--- src/rtl/wb_pkg.sv ---
// Shared types for the write-back stage and the units that reuse its load extender.
package wb_pkg;

   // Write-back source select
   typedef enum logic [1:0] {
      WB_ALU  = 2'd0,
      WB_MEM  = 2'd1,
      WB_LINK = 2'd2,
      WB_RSVD = 2'd3
   } wb_src_t;

   // Load access size
   typedef enum logic [1:0] {
      LD_B = 2'd0,
      LD_H = 2'd1,
      LD_W = 2'd2,
      LD_D = 2'd3
   } ld_size_t;

   // Number of meaningful load bits for a given size
   function automatic int ld_bits(input ld_size_t size);
      int bits;
      case (size)
         LD_B:    bits = 8;
         LD_H:    bits = 16;
         LD_W:    bits = 32;
         LD_D:    bits = 64;
         default: bits = 64;
      endcase
      return bits;
   endfunction

endpackage

--- src/rtl/wb_load_extend.sv ---
// Combinational size/sign extension of right-aligned load data.
// Any size whose width reaches DATA_W passes the data through unchanged.
module wb_load_extend
   import wb_pkg::*;
#(
   parameter int DATA_W = 64
) (
   input  logic [DATA_W-1:0] i_mem_data,
   input  ld_size_t          i_ld_size,
   input  logic              i_ld_signed,
   output logic [DATA_W-1:0] o_ext_data
);

   logic [DATA_W-1:0] w_byte;
   logic [DATA_W-1:0] w_half;
   logic [DATA_W-1:0] w_word;

   assign w_byte = {{(DATA_W-8){i_ld_signed & i_mem_data[7]}},   i_mem_data[7:0]};
   assign w_half = {{(DATA_W-16){i_ld_signed & i_mem_data[15]}}, i_mem_data[15:0]};

   // A 32-bit datapath has no room above a word, so the word form is a pass-through there
   generate
      if (DATA_W > 32) begin : g_word_ext
         assign w_word = {{(DATA_W-32){i_ld_signed & i_mem_data[31]}}, i_mem_data[31:0]};
      end else begin : g_word_full
         assign w_word = i_mem_data;
      end
   endgenerate

   // Pick the extended form matching the access size
   always_comb begin
      o_ext_data = i_mem_data;
      case (i_ld_size)
         LD_B:    o_ext_data = w_byte;
         LD_H:    o_ext_data = w_half;
         LD_W:    o_ext_data = w_word;
         LD_D:    o_ext_data = i_mem_data;
         default: o_ext_data = i_mem_data;
      endcase
   end

endmodule

--- src/rtl/writeback_stage_buffered.sv ---
// Write-back stage: selects the result source, extends load data and queues
// completed register writes until the register-file port is free. Also offers
// a forwarding lookup over the queued writes and a saturating retire counter.
module writeback_stage_buffered
   import wb_pkg::*;
#(
   parameter  int DATA_W     = 64,
   parameter  int REG_ADDR_W = 5,
   parameter  int DEPTH      = 2,
   parameter  int ZERO_REG   = 31,
   parameter  int CNT_W      = 16,
   localparam int OCC_W      = $clog2(DEPTH + 1)
) (
   input  logic                  clk,
   input  logic                  reset,
   input  logic                  in_valid,
   output logic                  in_ready,
   input  logic                  in_reg_write,
   input  wb_src_t               in_src_sel,
   input  logic [DATA_W-1:0]     in_alu_result,
   input  logic [DATA_W-1:0]     in_mem_data,
   input  logic [DATA_W-1:0]     in_link_addr,
   input  ld_size_t              in_ld_size,
   input  logic                  in_ld_signed,
   input  logic [REG_ADDR_W-1:0] in_rd,
   input  logic                  flush,
   input  logic                  wb_ready,
   output logic                  rf_wr_en,
   output logic [REG_ADDR_W-1:0] rf_wr_addr,
   output logic [DATA_W-1:0]     rf_wr_data,
   input  logic [REG_ADDR_W-1:0] fwd_rs,
   output logic                  fwd_hit,
   output logic [DATA_W-1:0]     fwd_data,
   output logic [OCC_W-1:0]      count,
   output logic [CNT_W-1:0]      retired
);

   localparam int                    PTR_W     = (DEPTH > 1) ? $clog2(DEPTH) : 1;
   localparam logic [REG_ADDR_W-1:0] ZR_ADDR   = REG_ADDR_W'(ZERO_REG);
   localparam logic [PTR_W-1:0]      PTR_ZERO  = {PTR_W{1'b0}};
   localparam logic [PTR_W-1:0]      PTR_ONE   = PTR_W'(1);
   localparam logic [PTR_W-1:0]      PTR_LAST  = PTR_W'(DEPTH - 1);
   localparam logic [OCC_W-1:0]      OCC_ZERO  = {OCC_W{1'b0}};
   localparam logic [OCC_W-1:0]      OCC_ONE   = OCC_W'(1);
   localparam logic [OCC_W-1:0]      OCC_FULL  = OCC_W'(DEPTH);
   localparam logic [CNT_W-1:0]      RET_ZERO  = {CNT_W{1'b0}};
   localparam logic [CNT_W-1:0]      RET_ONE   = CNT_W'(1);
   localparam logic [CNT_W-1:0]      RET_MAX   = {CNT_W{1'b1}};
   localparam logic [DATA_W-1:0]     DATA_ZERO = {DATA_W{1'b0}};
   localparam logic [REG_ADDR_W-1:0] ADDR_ZERO = {REG_ADDR_W{1'b0}};

   logic [REG_ADDR_W-1:0] r_rd   [DEPTH];
   logic [DATA_W-1:0]     r_data [DEPTH];
   logic [PTR_W-1:0]      r_wptr;
   logic [PTR_W-1:0]      r_rptr;
   logic [OCC_W-1:0]      r_count;
   logic [CNT_W-1:0]      r_retired;

   logic [DATA_W-1:0]     w_ext_data;
   logic [DATA_W-1:0]     w_wb_data;
   logic                  w_ready;
   logic                  w_not_empty;
   logic                  w_store;
   logic                  w_deq;
   logic                  w_fwd_hit;
   logic [DATA_W-1:0]     w_fwd_data;

   // Pointer increment with wrap for non-power-of-two depths
   function automatic logic [PTR_W-1:0] f_next_ptr(input logic [PTR_W-1:0] ptr);
      logic [PTR_W-1:0] nxt;
      if (ptr == PTR_LAST) begin
         nxt = PTR_ZERO;
      end else begin
         nxt = ptr + PTR_ONE;
      end
      return nxt;
   endfunction

   // Physical slot that sits 'off' entries after 'base' in queue order
   function automatic logic [PTR_W-1:0] f_slot(input logic [PTR_W-1:0] base, input int off);
      int s;
      s = int'(base) + off;
      if (s >= DEPTH) begin
         s = s - DEPTH;
      end else begin
         s = s;
      end
      return PTR_W'(s);
   endfunction

   wb_load_extend #(
      .DATA_W (DATA_W)
   ) u_load_extend (
      .i_mem_data  (in_mem_data),
      .i_ld_size   (in_ld_size),
      .i_ld_signed (in_ld_signed),
      .o_ext_data  (w_ext_data)
   );

   // Choose the value that will be written back; the reserved code behaves as ALU
   always_comb begin
      w_wb_data = in_alu_result;
      case (in_src_sel)
         WB_ALU:  w_wb_data = in_alu_result;
         WB_MEM:  w_wb_data = w_ext_data;
         WB_LINK: w_wb_data = in_link_addr;
         WB_RSVD: w_wb_data = in_alu_result;
         default: w_wb_data = in_alu_result;
      endcase
   end

   // Handshake depends on registered occupancy only, never on wb_ready
   assign w_ready     = (r_count < OCC_FULL);
   assign w_not_empty = (r_count != OCC_ZERO);
   assign w_store     = in_valid & w_ready & in_reg_write & (in_rd != ZR_ADDR);
   assign w_deq       = w_not_empty & wb_ready;

   // Queue storage, pointers and occupancy; flush drops everything including a same-cycle enqueue
   always_ff @(posedge clk or negedge reset) begin
      if (!reset) begin
         r_wptr  <= PTR_ZERO;
         r_rptr  <= PTR_ZERO;
         r_count <= OCC_ZERO;
         for (int i = 0; i < DEPTH; i++) begin
            r_rd[i]   <= ADDR_ZERO;
            r_data[i] <= DATA_ZERO;
         end
      end else if (flush) begin
         r_wptr  <= PTR_ZERO;
         r_rptr  <= PTR_ZERO;
         r_count <= OCC_ZERO;
      end else begin
         if (w_store) begin
            r_rd[r_wptr]   <= in_rd;
            r_data[r_wptr] <= w_wb_data;
            r_wptr         <= f_next_ptr(r_wptr);
         end
         if (w_deq) begin
            r_rptr <= f_next_ptr(r_rptr);
         end
         case ({w_store, w_deq})
            2'b10:   r_count <= r_count + OCC_ONE;
            2'b01:   r_count <= r_count - OCC_ONE;
            default: r_count <= r_count;
         endcase
      end
   end

   // Saturating count of register writes handed to the register file
   always_ff @(posedge clk or negedge reset) begin
      if (!reset) begin
         r_retired <= RET_ZERO;
      end else if (w_deq && (r_retired != RET_MAX)) begin
         r_retired <= r_retired + RET_ONE;
      end else begin
         r_retired <= r_retired;
      end
   end

   // Forwarding search, oldest to youngest so the youngest match is left standing
   always_comb begin
      w_fwd_hit  = 1'b0;
      w_fwd_data = DATA_ZERO;
      for (int i = 0; i < DEPTH; i++) begin
         if ((i < int'(r_count)) && (fwd_rs != ZR_ADDR) &&
             (r_rd[f_slot(r_rptr, i)] == fwd_rs)) begin
            w_fwd_hit  = 1'b1;
            w_fwd_data = r_data[f_slot(r_rptr, i)];
         end else begin
            w_fwd_hit  = w_fwd_hit;
            w_fwd_data = w_fwd_data;
         end
      end
   end

   assign in_ready   = w_ready;
   assign rf_wr_en   = w_deq;
   assign rf_wr_addr = w_not_empty ? r_rd[r_rptr]   : ADDR_ZERO;
   assign rf_wr_data = w_not_empty ? r_data[r_rptr] : DATA_ZERO;
   assign fwd_hit    = w_fwd_hit;
   assign fwd_data   = w_fwd_data;
   assign count      = r_count;
   assign retired    = r_retired;

endmodule

--- config.mk ---
export PLATFORM = sky130hd
export DESIGN_NAME = writeback_stage_buffered
export DESIGN_NICKNAME = d
export VERILOG_FILES = /design/src/rtl/wb_pkg.sv /design/src/rtl/wb_load_extend.sv /design/src/rtl/writeback_stage_buffered.sv
export SDC_FILE = /design/constraint.sdc
export NUM_CORES = 1
export LEC_CHECK = 0
export ABC_AREA = 1
export BUFFER_PORTS_ARGS = -buffer_cell sky130_fd_sc_hd__buf_2
export CORE_MARGIN = 10
export CORE_UTILIZATION = 25
export DETAILED_ROUTE_END_ITERATION = 16
export SLEW_MARGIN = 20
export SYNTH_ARGS = -nofsm -noshare
export SYNTH_HDL_FRONTEND = slang
export SYNTH_SLANG_ARGS = --single-unit
--- constraint.sdc ---
create_clock -name clk -period 5.9 [get_ports clk]
set_input_delay 1.18 -clock clk [delete_from_list [all_inputs] [get_ports clk]]
set_output_delay 1.18 -clock clk [all_outputs]
set_load 0.005 [all_outputs]
==> results of run 1 <==
worst max path at each step:
stage | end | slack, ns
2_1_floorplan | fwd_data[60] | 2.62
3_3_place_gp | fwd_data[0] | 1.40
3_5_place_dp | fwd_data[49] | 1.42
4_1_cts | fwd_data[49] | 1.07
5_1_grt | fwd_data[6] | 0.74
6_report | fwd_data[46] | 1.12
logic make-up after synthesis:
kind of cell | share of synthesized area
AND/OR/NAND/NOR | 0.369
adder cells (fa/ha/maj) | 0.00561
AO/OA/AOI/OAI | 0.169
buffers and inverters | 0.0960
flip-flops | 0.354
XOR/XNOR | 0.00628
state kept, by name (all words and copies together), names as in the netlist:
signal / flops
retired: 16
r_wptr: 1
r_rd: 10
r_data: 128
count: 2
r_rptr: 1
metal layers:
metal,vias up,GRT usage,part of all wire
met2,381,0.271,0.48
met3,51,0.0412,0.064
met5,-,0,0.00040
met1,5929,0.202,0.44
li1,6298,-,-
met4,2,0.0479,0.018
power by group:
group          internal [W]  switching [W]
clock              0.000671       0.000458
sequential          0.00148       0.000239
combinational      0.000604        0.00122
area by class of cell:
cell class,count,area share
Antenna cell,3,0.000540
Multi-Input combinational cell,1369,0.444
Tap cell,592,0.0533
Clock inverter,12,0.0103
Inverter,125,0.0338
Sequential cell,158,0.285
Clock buffer,20,0.0321
Timing Repair Buffer,381,0.141
through the flow:
step,total power (W),area (µm²),utilization,cells
5_1_grt,0.00507,13900,0.315,2658
4_1_cts,0.00472,13900,0.315,2657
3_3_place_gp,0.00351,13300,0.302,2625
3_5_place_dp,0.00356,13300,0.302,2625
2_1_floorplan,0.00286,11200,-,1782
6_report,0.00466,13900,0.315,2660
worst max-delay path, delay by kind of cell (launching register included):
kind                   cells  cell delay, ns
buffers and inverters      3            0.79
flip-flops                 1            0.81
AND/OR/NAND/NOR            8            1.50
cells in the final DEF, fill, tap and decap left out, drive strengths merged:
cell type	count
o21ai	270
and3	1
nand2	618
bufinv	3
dfrtp	158
clkbuf	20
nor3	7
inv	124
o21bai	1
and2	1
nand3	196
a31oi	1
a21boi	1
xnor2	1
a21oi	61
buf	381
nand4	14
clkinv	8
nand3b	1
ha	5
a22o	24
diode	3
or2	1
xor2	7
clkinvlp	2
nor2	159
==> summary.txt, run 1 <==
Power
  • Maximum vdd drop: 0.000195 V
  • PwrDens: between 300 and 400 nW/µm²
  • Leak Pwr: slightly above 7 nW

GRT
  • Largest net degree at the start of global routing: between 100 and 150
  • Antenna violations before repair: 4
  • Total GRT Usage: 0.162
  • Gr ovfl total: 0
  • Vias in the first global route: about 12,000
  • First-pass GRT wire length: roughly 70,000 µm

Synthesis
  • Seq/Total Area, Yosys: 0.354
  • Flops & latches, synth: ~160
  • Count of cell types in the netlist: 33
  • Synth warn: 0
  • Ys flop type: dfrtp_1
  • Synth top area share: 0.354
  • Post-synth top area cell: dfrtp_1
  • Cell with the most instances after synthesis: nand2_1
  • Post-synth top cells: nand2_1, o21ai_0, nand3_1
  • Post-Syn Area per Cell: between 6 and 7 µm²
  • Cell count after synthesis: 1,782
  • FFs w/ async S/R, synth: 1.00
  • Post-synth EDFFs: 0
  • Cell Area, Synth: roughly 11,000 µm²
  • Synthesized Nets: ~2,000
  • Synth area leaders: dfrtp_1, nand2_1, o21ai_0

Detailed routing
  • Initial DRC Count: 810
  • Vias per cell: 4.76
  • WL/cell: about 17 µm
  • DRC Markers: 0
  • Final ANT Viol Nets: 0
  • First-pass DRT Iterations: 5
  • Vias: 12,700
  • DRT Wirelength: between 40,000 and 50,000 µm

CTS
  • Max clock buf depth: 2
  • Clk_lat worst skew: between 0.4 and 0.5 ns
  • Post-CTS setup buffer count: 0
  • Cts repair resizes: 0
  • CTS Sinks: approximately 160
  • Worst-path clk slew: ~0.07 ns
  • CTS H-tree depth: 4
  • CTS tree: yes
  • Hold-fix buffers, CTS: 0
  • Clock Root Buffer: clkbuf_16
  • Total CTS buffers: 17

Placement
  • Dpl ws: between 1 and 1.5 ns
  • Gpl congestion: around 0.86
  • DP HPWL: ~32,000 µm
  • Port Buffer Count: around 370

Worst hold path
  • Hold Path Class: reg2reg
  • Hold Path Cell Cnt: 2
  • Hold EP: r_data[20]$_DFFE_PN0P_
  • Origin of the worst min-delay path: r_data[20]$_DFFE_PN0P_

Floorplan
  • FP Rows: 77
  • Ports: ~370
  • Total Die Area: 53,500 µm²
  • Die span in x: about 230 µm
  • Die span in y: approximately 230 µm
  • Initial Utilization: 0.253
  • Core Area: roughly 44,000 µm²

Setup path
  • Number of cells on the worst reg-to-reg path: 8
  • Crit Path Category: reg2out
  • Crit-path max cell delay: roughly 0.81 ns
  • Maximum fanout along the worst path: between 60 and 70
  • Crit path capture type: primary output
  • Critical path's most frequent cell: nand2_1
  • Reg-to-reg endpoint: retired[13]$_DFFE_PN0P_
  • Critical Path RT: ~4.7 ns
  • Critical path origin: r_rptr$_DFFE_PN0P_
  • Arr. time, crit path: ~3.6 ns
  • Slowest stage cell on the critical path: dfrtp_4
  • Worst reg-to-reg setup slack: 3.24 ns
  • Critical-path cell list: inv_2, nand2_1, nand2_1, nand2_1, nand2_1, nor2_1, and2_2, buf_4, nand3_1, nand2_1, buf_2
  • Setup crit start kind: flop
  • Critical R2R Launch: count[0]$_DFFE_PN0P_

Run
  • Max_cap viols: 0

Timing
  • Setup tns final: 0 ns
  • Slew Viols, Final: 0
  • Setup violations, final: 0
  • Final WS setup: ~1.1 ns
  • Tcrit/Tclk final: 0.810
  • Worst Hold Margin: roughly 0.49 ns
  • Period minus WS final: 4.78 ns
  • Rel. slew slack: 0.304
  • RSZ-0062 raised after global routing: no
  • Max Clk Rate: about 210 MHz
  • Layout Skew: between 0.01 and 0.015 ns
  • Hold Fails Final Rpt: 0
  • Worst Max-Slew Pin Slew: around 1.0 ns

Run status
  • Outcome: complete, no violations

Finish
  • Fillers: about 5,000
  • Nets@finish: 2,270
  • Area growth from synthesis to layout: 24.6%
  • Layout cells sized above 1: 0.211
  • Storage element area: ~4000 µm²
  • Multi-input gate area: 6180 µm²
Note: power is estimated with default switching activity, not from simulation.
==> inputs of run 2 (changes only) <==
Clock period 5.9 ns to 4.3 ns, I/O delays scaled along.
==> run 2 against run 1 <==
Power is 37% higher. Via count up 1.0%. Flip-flop and latch count unchanged. Largest cell class unchanged. Critical path depth did not move. Clock skew fell by 0.0025 ns. Sequential share of layout area shrank 0.15 points. Sequential power is 37% higher. Setup slack worse by 0.62 ns. Register-to-register slack worse by 1.8 ns. Largest power group unchanged. First-iteration DRC count grew 2.1%. Cell count is 0.15% higher.
==> summary.txt, run 2 (synthesized netlist as in run 1, its figures left out) <==
Setup path
  • Critical Path Sink: fwd_data[13]
  • Slowest stage cell on the critical path: dfrtp_4
  • Worst reg-to-reg setup slack: roughly 1.5 ns
  • Critical path depth: 11
  • Critical-path cell list: inv_2, nand2_1, nand3_1, nand2_1, nor2_4, nand3_4, buf_12, nor2_1, nand2_1, nand2_1, buf_2
  • Number of cells on the worst reg-to-reg path: 9
  • Crit Path Category: reg2out
  • Arr. time, crit path: roughly 2.9 ns
  • Critical path's most frequent cell: nand2_1
  • Maximum fanout along the worst path: 32
  • Reg-to-reg endpoint: retired[13]$_DFFE_PN0P_
  • Crit path capture type: primary output
  • Critical path origin: r_rptr$_DFFE_PN0P_
  • CP bufs+invs: 3
  • Critical Path RT: about 3.4 ns
  • Crit-path max cell delay: 0.60 ns
  • Critical R2R Launch: count[0]$_DFFE_PN0P_
  • Setup crit start kind: flop
  • Crit path max-delay family: simple AND/OR/NAND/NOR gates

Finish
  • Most frequent cells in the layout: nand2_1, buf_2, o21ai_0, nand3_1, dfrtp_1
  • Storage element area: 3960 µm²
  • Top reg by flops: r_data
  • Multi-input gate area: around 6200 µm²
  • Fillers: 4,970
  • Area growth from synthesis to layout: 25.3%
  • Max reg flops: 128
  • Diodes inserted: 0
  • Layout cells sized above 1: 0.215
  • Nets@finish: 2,277
  • Most common library cell in the layout ignoring fill and taps: nand2_1

GRT
  • Largest net degree at the start of global routing: 139
  • Antenna violations before repair: 1
  • Total GRT Usage: 0.164
  • Gr ovfl total: 0
  • First-pass GRT wire length: ~70,000 µm
  • Vias in the first global route: 12,500

Placement
  • DP HPWL: about 34,000 µm
  • Gpl congestion: 0.884
  • Dpl ws: between 0.9 and 1 ns
  • Port Buffer Count: roughly 370

Timing
  • Slew Viols, Final: 0
  • Setup tns final: 0 ns
  • Final WS setup: around 0.50 ns
  • Max Clk Rate: between 200 and 300 MHz
  • Hold Fails Final Rpt: 0
  • Rel. slew slack: 0.348
  • Period minus WS final: ~3.8 ns
  • Tcrit/Tclk final: 0.883
  • Worst Max-Slew Pin Slew: approximately 1 ns
  • Setup violations, final: 0
  • RSZ-0062 raised after global routing: no
  • Worst Hold Margin: 0.468 ns
  • Layout Skew: 0.00767 ns

Detailed routing
  • WL/cell: approximately 17 µm
  • First-pass DRT Iterations: 5
  • Final ANT Viol Nets: 0
  • Vias per cell: 4.80
  • Vias: 12,800
  • DRC Markers: 0
  • Initial DRC Count: 827
  • DRT Wirelength: 45,800 µm

Floorplan
  • FP Rows: 77
  • Die span in x: between 200 and 250 µm
  • Core Area: 44,100 µm²
  • Die span in y: between 200 and 250 µm
  • Total Die Area: 53,500 µm²
  • Ports: approximately 370
  • Initial Utilization: 0.253

Run
  • Max_cap viols: 0

CTS
  • Post-CTS setup buffer count: 0
  • Cts repair resizes: 0
  • Worst-path clk slew: approximately 0.070 ns
  • Clock Root Buffer: clkbuf_16
  • Clk_lat worst skew: between 0.4 and 0.5 ns
  • Max clock buf depth: 2
  • Hold-fix buffers, CTS: 0
  • Total CTS buffers: 17
  • CTS Sinks: between 150 and 200
  • CTS H-tree depth: 4
  • CTS tree: yes

Power
  • Maximum vdd drop: around 0.00023 V
  • Leak Pwr: slightly above 7 nW
  • Final Power: 0.00639 W
  • PwrDens: approximately 460 nW/µm²

Run status
  • Outcome: complete, no violations

Worst hold path
  • Hold Path Class: in2async
==> run 2: cell types whose count changed in the layout (fill, tap and decap cells not counted) <==
cell       previous run  this run
buf_12                1         4
buf_4                14        17
buf_6                 1         2
bufinv_16             3         1
clkbuf_1              2         0
clkbuf_8              1         0
clkinv_2              7         2
clkinv_4              1         2
diode_2               3         0
inv_6                 0         7
inv_8                 0         2
==> run 2: worst register-to-register path: stages (launching register included) <==
cell and delay (ns):
dfrtp_1 0.42, inv_1 0.10, ha_4 0.18, buf_4 0.21, nor2_2 0.59, o21ai_0 0.30
nand2_1 0.63, nand3_1 0.16, nand2_1 0.10, nand2_1 0.04
==> run 2: power by group <==
group / switching (W) / total (W) / internal [W] / leakage, nW
clock network: 0.000704 / 0.00152 / 0.000817 / 0.280
logic: 0.00168 / 0.00252 / 0.000837 / 4.90
registers: 0.000323 / 0.00235 / 0.00202 / 1.97
==> run 2: worst min-delay path by stage <==
stage                            from                     end  slack [ns]  cells past startpoint
2_1_floorplan  r_data[10]$_DFFE_PN0P_  r_data[10]$_DFFE_PN0P_        0.45                      2
3_3_place_gp   r_data[13]$_DFFE_PN0P_  r_data[13]$_DFFE_PN0P_        0.47                      2
3_5_place_dp   r_data[20]$_DFFE_PN0P_  r_data[20]$_DFFE_PN0P_        0.47                      2
4_1_cts                         reset  r_data[87]$_DFFE_PN0P_        0.49                      1
5_1_grt        r_data[69]$_DFFE_PN0P_  r_data[69]$_DFFE_PN0P_        0.52                      2
6_report                        reset  r_data[24]$_DFFE_PN0P_        0.47                      1
==> run 2: final cells by class <==
cell class,count,area share
clock buffers,17,0.0304
well taps,592,0.0530
multi-input cells,1369,0.442
repair buffers,388,0.147
flip-flops and latches,158,0.283
inverters,125,0.0337
clock inverters,15,0.0108
==> run 2: per-stage QoR <==
step                std cells  area, µm²   util
finish                   2664      14000  0.317
global route             2664      14000  0.317
CTS                      2664      14000  0.317
detailed placement       2632      13400  0.304
global placement         2632      13400  0.304
floorplan                1782      11200      -
==> run 2: per-layer routing <==
layer / vias up / part of all wire / track usage
met5: - / 0 / 0
met4: 0 / 0.017 / 0.0489
met3: 45 / 0.057 / 0.0358
met2: 407 / 0.49 / 0.277
met1: 6028 / 0.44 / 0.206
li1: 6311 / - / -
